$ cat config.mk
export PLATFORM = sky130hd
export DESIGN_NAME = count_sequencer
export DESIGN_NICKNAME = d
export VERILOG_FILES = /design/src/rtl/count_sequencer.sv
export SDC_FILE = /design/constraint.sdc
export NUM_CORES = 1
export LEC_CHECK = 0
export ABC_AREA = 1
export CAP_MARGIN = 20
export CORE_MARGIN = 2
export CORE_UTILIZATION = 49
export CTS_BUF_LIST = sky130_fd_sc_hd__clkbuf_4 sky130_fd_sc_hd__clkbuf_8
export DETAILED_ROUTE_END_ITERATION = 8
export PLACE_DENSITY_LB_ADDON = 0.25
export SKIP_LAST_GASP = 1
export SLEW_MARGIN = 20
export SYNTH_ARGS = -nofsm -noshare
export SYNTH_HDL_FRONTEND = slang
export SYNTH_SLANG_ARGS = --single-unit
$ cat constraint.sdc
create_clock -name clk -period 1.6 [get_ports clk]
set_clock_uncertainty 0.05 [all_clocks]
set_input_delay 0.32 -clock clk [delete_from_list [all_inputs] [get_ports clk]]
set_output_delay 0.32 -clock clk [all_outputs]
set_load 0.02 [all_outputs]
$ cat src/rtl/count_sequencer.sv
// Command-driven sequencer that issues load and prescaled increment strobes to an external counter.
// LOAD issues one load strobe; RUN issues N increment strobes spaced prescale+1 cycles apart.
module count_sequencer #(
   parameter int WIDTH = 8,
   parameter int PSC_W = 16
) (
   input  logic             clk,
   input  logic             rst,
   input  logic             cmd_valid,
   output logic             cmd_ready,
   input  logic [1:0]       cmd_op,
   input  logic [WIDTH-1:0] cmd_arg,
   input  logic [PSC_W-1:0] prescale,
   input  logic             hold,
   input  logic             abort,
   output logic             cnt_en,
   output logic             cnt_load,
   output logic [WIDTH-1:0] cnt_load_val,
   output logic [WIDTH-1:0] remaining,
   output logic             busy,
   output logic             done,
   output logic [1:0]       dbg_state
);

   typedef enum logic [1:0] {
      ST_IDLE = 2'd0,
      ST_LOAD = 2'd1,
      ST_RUN  = 2'd2
   } state_e;

   localparam logic [1:0] OP_LOAD = 2'b00;
   localparam logic [1:0] OP_RUN  = 2'b01;

   state_e           state_q, state_d;
   logic [WIDTH-1:0] remaining_q, remaining_d;
   logic [WIDTH-1:0] load_val_q, load_val_d;
   logic [PSC_W-1:0] presc_q, presc_d;
   logic [PSC_W-1:0] psc_q, psc_d;
   logic             done_q, done_d;
   logic             accept;
   logic             step;

   // Handshake: a command transfers on a rising edge where cmd_valid && cmd_ready.
   assign cmd_ready    = (state_q == ST_IDLE) && !rst && !abort;
   assign accept       = cmd_valid && cmd_ready;
   assign step         = (state_q == ST_RUN) && !rst && !hold && !abort && (presc_q == psc_q);
   assign cnt_en       = step;
   assign cnt_load     = (state_q == ST_LOAD) && !rst && !abort;
   assign busy         = (state_q != ST_IDLE) && !rst;
   assign done         = done_q;
   assign remaining    = remaining_q;
   assign cnt_load_val = load_val_q;
   assign dbg_state    = state_q;

   always_comb begin
      state_d     = state_q;
      remaining_d = remaining_q;
      load_val_d  = load_val_q;
      presc_d     = presc_q;
      psc_d       = psc_q;
      done_d      = 1'b0;
      if (abort) begin
         state_d     = ST_IDLE;
         remaining_d = '0;
         presc_d     = '0;
      end else begin
         case (state_q)
            ST_IDLE: begin
               if (accept) begin
                  if (cmd_op == OP_LOAD) begin
                     load_val_d = cmd_arg;
                     state_d    = ST_LOAD;
                  end else if (cmd_op == OP_RUN) begin
                     if (cmd_arg == '0) begin
                        done_d = 1'b1;
                     end else begin
                        remaining_d = cmd_arg;
                        psc_d       = prescale;
                        presc_d     = '0;
                        state_d     = ST_RUN;
                     end
                  end
               end
            end
            ST_LOAD: begin
               state_d = ST_IDLE;
               done_d  = 1'b1;
            end
            ST_RUN: begin
               // hold freezes both the prescale phase and the step count
               if (!hold) begin
                  if (presc_q == psc_q) begin
                     presc_d     = '0;
                     remaining_d = remaining_q - WIDTH'(1);
                     if (remaining_q == WIDTH'(1)) begin
                        state_d = ST_IDLE;
                        done_d  = 1'b1;
                     end
                  end else begin
                     presc_d = presc_q + PSC_W'(1);
                  end
               end
            end
            default: state_d = ST_IDLE;
         endcase
      end
   end

   always_ff @(posedge clk) begin
      if (rst) begin
         state_q     <= ST_IDLE;
         remaining_q <= '0;
         load_val_q  <= '0;
         presc_q     <= '0;
         psc_q       <= '0;
         done_q      <= 1'b0;
      end else begin
         state_q     <= state_d;
         remaining_q <= remaining_d;
         load_val_q  <= load_val_d;
         presc_q     <= presc_d;
         psc_q       <= psc_d;
         done_q      <= done_d;
      end
   end

endmodule

==> out/qor.csv <==
metric;value;unit
worst-path fanout max;2;
Synth Area in Adders;0.01325;
P per Cell Area;572.1;mW/mm2
arrival time at the worst endpoint;1.78;ns
ratio of cells with drive above 1 in the final layout;0.4484;
Worst Tran Pin Value;0.4771;ns
CTS hold repair buffers;0;
DR vias;3988;
hold path start;cmd_arg[5];
ANT nets after route;0;
Area Growth Syn to Fin;73.16;%
Cell Chain, Critical Path;inv_1 -> nand2_1 -> nand2_1 -> nor2_1 -> nand2_1 -> nor2_2 -> nand2_2 -> nor4_4 -> buf_4;
Yosys warnings;0;
detailed-route DRC error count;0;
top-count cell post-synth;nand2_1;
slowest stage delay, CP;0.37;ns
# IOs;54;
critical path endpoint category;output port;
routed len/inst;19.01;um
GRT Residual Overflow;0;
min Tclk post-route;2.152;ns
syn_nets;489;
mean post-synth cell area;6.229;um2
crit path launch;psc_q[2];
IO Port Bufs;53;
top-area cell type share of the netlist area;0.3603;
CP most frequent cell;nand2_1;
crit start category;register;
final hold violations;0;
clk root buf;clkbuf_8;
CTS Buf Count;5;
Initial Util;0.5115;
initial antenna violation count;0;
top_reg_cell synth;dfxtp_1;
RR Startpoint;dbg_state[1];
detailed placer's ending HPWL;6.145;mm
post-synthesis mux area share;0;
max cap viols;0;
layout net count;645;
first-pass GRT wire length;15.41;mm
count of final max-slew check failures;0;
post-synth top area cell;dfxtp_1;
Tightest Hold Check Type;in -> reg;
unrepaired setup endpoints after global routing;yes;
first drt pass iteration count;8;
top post-synthesis cells by count;nand2_1 (130), nor2_1 (81), dfxtp_1 (51);
Worst VDD drop;0.5278;mV
row cnt;27;
GPL Wtd Cong;0.9134;
hold slack final;0.4163;ns
cell area after layout;0.004907;mm2
initial drt markers;391;
Synth cell types;26;
status;finished with violations;
PnR worst setup slack;-0.5517;ns
Syn Inst Count;455;
Fmax;464.8;MHz
Tcrit/Tclk final;1.345;
required time of the critical path;1.23;ns
Longest Clk Path Bufs;2;
CTS tree;built;
Max H-tree Level;2;
GRT Util Overall;0.3099;
clock-pin slew on the worst setup and hold paths;0.09;ns
Synth Register Bits;51;
relative slew slack;0.6820;
failing checks;negative setup slack;
setup_tns;-10.26;ns
simple-gate share of the synthesized area;0.3770;
xor-xnor portion of the synthesized cell area;0.02781;
Mapped Area;0.002834;mm2
post-synthesis sequential area ratio;0.3603;
Synth area leaders;dfxtp_1 (36%), nand2_1 (17%), nor2_1 (11%);
Synth Area in Compound Gates;0.1148;
routed vias/inst;5.839;
CP max stage cell;dfxtp_1;
diode count;0;
Die Y;80.05;um
die width;80.05;um
static leakage;2.295;nW
CTS sink cnt;51;
Crit Path Category;reg -> out;
number of global-route vias before repair;3520;
CORE AREA;0.005540;mm2
ys async rst share;0;
Clock Latency Late Sink;0.32;ns
dpl cell area;0.004068;mm2
EDFF count, synth;0;
die area;0.006408;mm2
largest net degree at the start of global routing;25;
Finish-stage setup viols;49;
WL final;12.98;mm
largest family of logic cells by synthesized area;simple AND/OR/NAND/NOR gates;
metal layers:
metal / global-route usage / vias up / share of wire
li1: - / 1723 / -
met1: 0.3228 / 1807 / 0.34
met2: 0.5875 / 328 / 0.48
met3: 0.06517 / 130 / 0.091
met4: 0.1407 / 0 / 0.090
met5: 0 / - / 0
per-stage QoR:
step	util	cells	worst slack, ns	power, mW
after floorplan	-	455	-0.07285	1.507
after global placement	0.7342	653	-0.5488	1.713
after detailed placement	0.7342	653	-0.5622	1.722
after CTS	0.8112	673	-0.3498	2.672
after global routing	0.8857	683	-0.6249	2.874
final	0.8857	683	-0.5517	2.807
worst max-delay path, delay by kind of cell, from the launching register on:
| kind | cells | cell delay (ns) |
|---|---|---|
| flops | 1 | 0.37 |
| buf+inv | 2 | 0.28 |
| simple gates | 7 | 0.83 |
logic make-up (layout without fill, tap and decap cells):
kind of cell	Yosys count	after routing
adder cells (fa/ha/maj)	3	3
buffers and inverters	73	228
AND/OR/NAND/NOR	255	256
flip-flops	51	51
XOR/XNOR	9	9
AO/OA/AOI/OAI	64	64
report_power, final:
| part | switching, mW | total, mW | internal, mW | leakage (nW) |
|---|---|---|---|---|
| sequential | 0.0148 | 1.30 | 1.29 | 0.426 |
| clock | 0.457 | 0.933 | 0.477 | 0.0547 |
| combinational | 0.307 | 0.573 | 0.266 | 1.82 |
| total | 0.779 | 2.81 | 2.03 | 2.30 |
final timing paths:
path         cells after the start         endpoint  slack, ns
max                              9           cnt_en      -0.55
min                              4  cnt_load_val[5]       0.42
max reg2reg                     12       presc_q[1]      -0.37
min reg2reg                      2        psc_q[10]       0.43
layout make-up:
type	count	area (um2)
timing repair buffer	160	1456
fill	291	633.1
multi-input combinational	332	1963
clock inverter	1	30.03
inverter	61	234.0
sequential	51	1057
tap	72	90.09
clock buffer	6	76.32
registers in the layout (all words and copies together) (netlist names):
signal and cells:
dbg_state 2, remaining 8, psc_q 16, done 1, presc_q 16, cnt_load_val 8
layout by cell type, fill, tap and decap left out, types with 6 or more instances in the layout:
| master | instances |
|---|---|
| nand2_1 | 110 |
| nand3_2 | 10 |
| dlygate4sd2_1 | 29 |
| o21ai_2 | 22 |
| nor2_1 | 62 |
| inv_1 | 34 |
| nor2_2 | 16 |
| a21oi_1 | 19 |
| inv_2 | 25 |
| buf_6 | 21 |
| clkdlybuf4s50_1 | 18 |
| nand3_1 | 11 |
| dfxtp_1 | 24 |
| a21oi_2 | 6 |
| nand2_2 | 21 |
| dfxtp_2 | 26 |
| buf_4 | 82 |
| o21ai_0 | 6 |
| xor2_1 | 8 |
| nor2_4 | 8 |
what timing repair did:
action | CTS | global route
gates resized for setup | 128 | 105
cloned | 2 | 3
endpoints found under the setup margin | 71 | 55
pin swaps | 30 | 25
setup buffers | 13 | 7
No activity file was read; power rests on OpenSTA's default activity.
